## config.mk

```make
export PLATFORM = sky130hd
export DESIGN_NAME = morse_symbol_ctrl
export DESIGN_NICKNAME = d
export VERILOG_FILES = /design/src/rtl/morse_pkg.sv /design/src/rtl/morse_tick_gen.sv /design/src/rtl/morse_symbol_ctrl.sv
export SDC_FILE = /design/constraint.sdc
export NUM_CORES = 1
export LEC_CHECK = 0
export BUFFER_PORTS_ARGS = -buffer_cell sky130_fd_sc_hd__clkbuf_2
export CELL_PAD_IN_SITES_DETAIL_PLACEMENT = 1
export CELL_PAD_IN_SITES_GLOBAL_PLACEMENT = 1
export CORE_ASPECT_RATIO = 0.75
export CORE_MARGIN = 2
export CORE_UTILIZATION = 40
export CTS_CLUSTER_SIZE = 14
export DETAILED_ROUTE_END_ITERATION = 16
export GPL_TIMING_DRIVEN = 0
export PLACE_DENSITY_LB_ADDON = 0.3
export SYNTH_ARGS = -nofsm -noshare
export SYNTH_HDL_FRONTEND = slang
export SYNTH_SLANG_ARGS = --single-unit
```

## constraint.sdc

```tcl
create_clock -name clk -period 1.9 [get_ports clk]
set_input_delay 0.095 -clock clk [delete_from_list [all_inputs] [get_ports clk]]
set_output_delay 0.095 -clock clk [all_outputs]
set_load 0.03 [all_outputs]
```

## src/rtl/morse_pkg.sv

```systemverilog
// Shared FSM state type, the invalid-letter code and the Morse-to-letter lookup.
package morse_pkg;

  typedef enum logic [2:0] {
    ST_IDLE,
    ST_MARK,
    ST_SPACE,
    ST_DECODE,
    ST_SHOW
  } state_t;

  localparam logic [4:0] INVALID_CODE = 5'd31;

  // Pattern holds elements right-aligned, first element in the highest valid bit, dash = 1.
  function automatic logic [4:0] morse_lookup(input logic [2:0] count, input logic [3:0] pattern);
    logic [4:0] idx;
    idx = INVALID_CODE;
    case ({count, pattern})
      {3'd1, 4'b0000}: idx = 5'd4;   // E
      {3'd1, 4'b0001}: idx = 5'd19;  // T
      {3'd2, 4'b0000}: idx = 5'd8;   // I
      {3'd2, 4'b0001}: idx = 5'd0;   // A
      {3'd2, 4'b0010}: idx = 5'd13;  // N
      {3'd2, 4'b0011}: idx = 5'd12;  // M
      {3'd3, 4'b0000}: idx = 5'd18;  // S
      {3'd3, 4'b0001}: idx = 5'd20;  // U
      {3'd3, 4'b0010}: idx = 5'd17;  // R
      {3'd3, 4'b0011}: idx = 5'd22;  // W
      {3'd3, 4'b0100}: idx = 5'd3;   // D
      {3'd3, 4'b0101}: idx = 5'd10;  // K
      {3'd3, 4'b0110}: idx = 5'd6;   // G
      {3'd3, 4'b0111}: idx = 5'd14;  // O
      {3'd4, 4'b1000}: idx = 5'd1;   // B
      {3'd4, 4'b1010}: idx = 5'd2;   // C
      {3'd4, 4'b0010}: idx = 5'd5;   // F
      {3'd4, 4'b0000}: idx = 5'd7;   // H
      {3'd4, 4'b0111}: idx = 5'd9;   // J
      {3'd4, 4'b0100}: idx = 5'd11;  // L
      {3'd4, 4'b0110}: idx = 5'd15;  // P
      {3'd4, 4'b1101}: idx = 5'd16;  // Q
      {3'd4, 4'b0001}: idx = 5'd21;  // V
      {3'd4, 4'b1001}: idx = 5'd23;  // X
      {3'd4, 4'b1011}: idx = 5'd24;  // Y
      {3'd4, 4'b1100}: idx = 5'd25;  // Z
      default:         idx = INVALID_CODE;
    endcase
    return idx;
  endfunction

endpackage

```

## src/rtl/morse_tick_gen.sv

```systemverilog
// Free-running prescaler: one-cycle tick every TICK_DIV clocks.
module morse_tick_gen
  import morse_pkg::*;
#(
  parameter int TICK_DIV = 50000
) (
  input  logic clk,
  input  logic rst,
  output logic tick
);

  localparam int CW = (TICK_DIV > 1) ? $clog2(TICK_DIV) : 1;
  localparam logic [CW-1:0] LAST = CW'(TICK_DIV - 1);

  logic [CW-1:0] cnt_reg;

  always_ff @(posedge clk or negedge rst) begin
    if (!rst) begin
      cnt_reg <= '0;
    end else if (cnt_reg == LAST) begin
      cnt_reg <= '0;
    end else begin
      cnt_reg <= cnt_reg + 1'b1;
    end
  end

  assign tick = (cnt_reg == LAST);

endmodule

```

## src/rtl/morse_symbol_ctrl.sv

```systemverilog
// Morse key decoder: classifies marks as dot/dash, ends a letter on a long space,
// and presents the decoded letter index to the seven-segment decoder.
module morse_symbol_ctrl
  import morse_pkg::*;
#(
  parameter int TICK_DIV   = 50000,
  parameter int DASH_TICKS = 200,
  parameter int GAP_TICKS  = 600
) (
  input  logic       clk,
  input  logic       rst,
  input  logic       key,
  output logic [4:0] morse_in,
  output logic       inp,
  output logic       busy
);

  localparam logic [9:0] DUR_MAX = 10'd1023;
  localparam logic [9:0] DASH_L  = 10'(DASH_TICKS);
  localparam logic [9:0] GAP_L   = 10'(GAP_TICKS);

  logic [1:0] sync_reg;
  logic       ks;
  logic       tick;
  state_t     state_reg;
  logic [9:0] dur_reg;
  logic [2:0] count_reg;
  logic [3:0] pattern_reg;
  logic [4:0] morse_in_reg;
  logic       inp_reg;
  logic       busy_reg;

  assign ks = sync_reg[1];

  morse_tick_gen #(.TICK_DIV(TICK_DIV)) u_tick_gen (
    .clk  (clk),
    .rst  (rst),
    .tick (tick)
  );

  always_ff @(posedge clk or negedge rst) begin
    if (!rst) begin
      sync_reg     <= 2'b00;
      state_reg    <= ST_IDLE;
      dur_reg      <= '0;
      count_reg    <= '0;
      pattern_reg  <= '0;
      morse_in_reg <= INVALID_CODE;
      inp_reg      <= 1'b0;
      busy_reg     <= 1'b0;
    end else begin
      sync_reg <= {sync_reg[0], key};
      if (tick && dur_reg != DUR_MAX) begin
        dur_reg <= dur_reg + 10'd1;
      end
      case (state_reg)
        ST_IDLE, ST_SHOW: begin
          if (ks) begin
            state_reg   <= ST_MARK;
            dur_reg     <= '0;
            count_reg   <= '0;
            pattern_reg <= '0;
            inp_reg     <= 1'b0;
            busy_reg    <= 1'b1;
          end
        end
        ST_MARK: begin
          // A saturated duration still compares as a dash.
          if (!ks) begin
            state_reg   <= ST_SPACE;
            dur_reg     <= '0;
            pattern_reg <= {pattern_reg[2:0], (dur_reg >= DASH_L)};
            count_reg   <= (count_reg == 3'd5) ? 3'd5 : count_reg + 3'd1;
          end
        end
        ST_SPACE: begin
          // The gap takes priority over a press arriving on the same cycle.
          if (dur_reg == GAP_L) begin
            state_reg <= ST_DECODE;
            dur_reg   <= '0;
            busy_reg  <= 1'b0;
          end else if (ks) begin
            state_reg <= ST_MARK;
            dur_reg   <= '0;
          end
        end
        ST_DECODE: begin
          state_reg    <= ST_SHOW;
          dur_reg      <= '0;
          morse_in_reg <= morse_lookup(count_reg, pattern_reg);
          inp_reg      <= 1'b1;
        end
        default: begin
          state_reg <= ST_IDLE;
          dur_reg   <= '0;
          busy_reg  <= 1'b0;
        end
      endcase
    end
  end

  assign morse_in = morse_in_reg;
  assign inp      = inp_reg;
  assign busy     = busy_reg;

endmodule

```

==> impl_metrics.toml <==
[logic_synthesis]
synth_edf_count = 0
syn_inst = 285
synth_area_um2 = 2630
yosysWarnings = 0
ys_seq_elements = 45
synthTopCellsByArea = "dfrtp_1 (38%), dfstp_2 (5.0%), ha_1 (4.8%)"
synthArstFlopShare = 1.00
postSynthAreaPerCell_um2 = 9.21
synth.distinct_cells = 45
synth.largest_area_cell = "dfrtp_1"
synth_flop_cell = "dfrtp_1"
synth_fp_nets = 298
yosys.area.top_type_share = 0.381
synth-seq-area-share = 0.431

[sta]
fmax_mhz = 553
period_needed_ps = 1810
period_share = 0.952
drv_slew = 0
max_slew_margin = 0.244
tightest_slew_ps = 1130
finClkSkew_ps = 8.83
setup_slack_ps = 90.4
setup_viol = 0
whs_ps = 2.37
hold_viol_final = 0
setup_tns_ps = 0

[global_route]
grt_pass1_wl_mm = 10.9
overflow = 0
grt_use_total = 0.186
grt_max_degree = 46
antenna_found_initial = 0
grt_pass1_vias = 2185

[clocking]
insertion_delay_ps = 300
cts_buffers = 5
clk_path_buf_depth = 2
htreeDepth = 2
clkSlewWorstSetupHoldPaths_ps = 90
cts_root_buffer = "clkbuf_8"
cts_tree = "done"
cts_sinks = 45

[power_and_ir_drop]
peakVddDrop_v = 0.000484
power.leakage_nw = 1.23
p_per_area_nw_per_um2 = 895
total_power_mw = 2.63

[critical_path]
cp_common_cell = "and4_1"
crit_required_ps = 2130
end_kind = "flop"
critical_path_class = "flop to flop"
crit_family = "simple AND/OR/NAND/NOR gates"
cp_max_fo = 9
crit_path_cell_trace = "and4_1 -> and4_1 -> buf_2 -> or4_1 -> a21oi_1"
crit_slowest_cell = "or4_1"
slowest_delay_ps = 470
arrival_ps = 2040
path_buf_inv = 1
start_kind = "flop"

[routing]
avgRoutedWirePerCell_um = 16.6
dr.first_iter.drc_count = 71
totalWireLength_mm = 6.38
vias_per_cell = 5.66
first_pass_iters = 4
remaining_drc_errors = 0
dr_total_vias = 2172
ant_nets = 0

[final_layout]
layout.nets = 315
area_growth_pct = 12.0
final.fill_count = 734
largest_reg_flops = 16
final_cell_mix = "dfrtp_1 (37), nand2_1 (27), o21ai_0 (24)"
layout_commonest_cell = "dfrtp_1"
drive_gt1_frac = 0.145
antenna_cells = 0
fin_area_um2 = 2940

[placement]
place_hpwl_mm = 4.41
gp_congestion = 0.839
dp_slack_ps = -231
place_area_um2 = 2770
io_buffers = 9

[die]
ios = 10
die_x_um = 97.5
die_h_um = 74.2
dieArea_um2 = 7230
core_area_um2 = 6320
start_util = 0.415
row_count = 25

[job]
max_cap_violations = 0

[outcome]
status = "finished, final reports clean"

[min_path]
hold_class = "input pin to async pin"
[synth_stat cells (all sizes together) (3+ instances only)]
cell    count
o21ai      24
a211oi      6
xnor2       3
dfstp       5
nor3        5
nand4       9
and4bb      3
nor2b       7
buf         3
nand2      27
nor2       18
and4        5
a21oi      21
dfrtp      40
ha         10
xor2       10
and2        3
clkbuf     10
mux2i       4
o31ai      10
or3         9
or4         4
nand3      10
nor3b       3
inv        12
[layout make-up]
class	count	area, um^2	share of cell area
multi-input combinational	215	1440	0.490
sequential	45	1140	0.387
tap	81	101	0.0345
clock buffer	7	96.3	0.0328
buffer	13	61.3	0.0209
timing repair buffer	10	55.1	0.0187
inverter	12	45.0	0.0153
clock inverter	1	5.00	0.00170
[metal layers]
metal | global-route usage | up-vias | wire length (um) | part of all wire
met5 | 0 | - | 0 | 0
met4 | 0.0463 | 0 | 52 | 0.0081
met3 | 0.0338 | 7 | 127 | 0.020
met2 | 0.300 | 21 | 2780 | 0.44
met1 | 0.264 | 1071 | 3420 | 0.54
li1 | - | 1073 | - | -
[logic make-up (layout without fill, tap and decap cells)]
logic type      after synthesis  count (layout)  share of synthesized area
simple gates                114             114                      0.254
buf+inv                      25              43                     0.0372
flops                        45              45                      0.431
fa+ha+maj                    10              10                     0.0477
xor+xnor                     13              13                     0.0434
compound gates               74              74                      0.171
mux                           4               4                     0.0153
[where the power goes]
part	leakage, nW	internal, mW	switching [mW]
Combinational	0.603	0.254	0.531
Sequential	0.576	1.10	0.0712
Clock	0.0542	0.330	0.345
[worst reg2reg max path, cell delays in order (launching register included)]
cell and delay [ps]:
dfrtp_1 460, and4_1 270, and4_1 200, buf_2 170, or4_1 470, a21oi_1 160
[stage by stage]
step / utilization / instances
2_1_floorplan: - / 285
3_3_place_gp: 0.439 / 375
3_5_place_dp: 0.439 / 375
4_1_cts: 0.461 / 384
5_1_grt: 0.465 / 384
6_report: 0.465 / 384
[worst paths after layout]
check,from,end,slack [ps],cells past startpoint
setup / recovery,dur_reg[8],dur_reg[7],90,5
hold / removal,rst,dur_reg[6],2,1
setup reg to reg,dur_reg[8],dur_reg[7],90,5
hold reg to reg,sync_reg[0],sync_reg[1],360,0
max in group asynchronous,rst,pattern_reg[0],1140,1
min in group clk,sync_reg[0],sync_reg[1],360,0
[what timing repair did]
| action | in CTS | in global routing |
|---|---|---|
| setup buffers | 0 | 0 |
| pin swaps | 0 | 0 |
| endpoints found under the hold margin | 1 | 0 |
| resized for setup | 8 | 13 |
| endpoints found under the setup margin | 9 | 13 |
| hold buffers | 1 | 0 |
No activity file was read; power rests on OpenSTA's default activity.
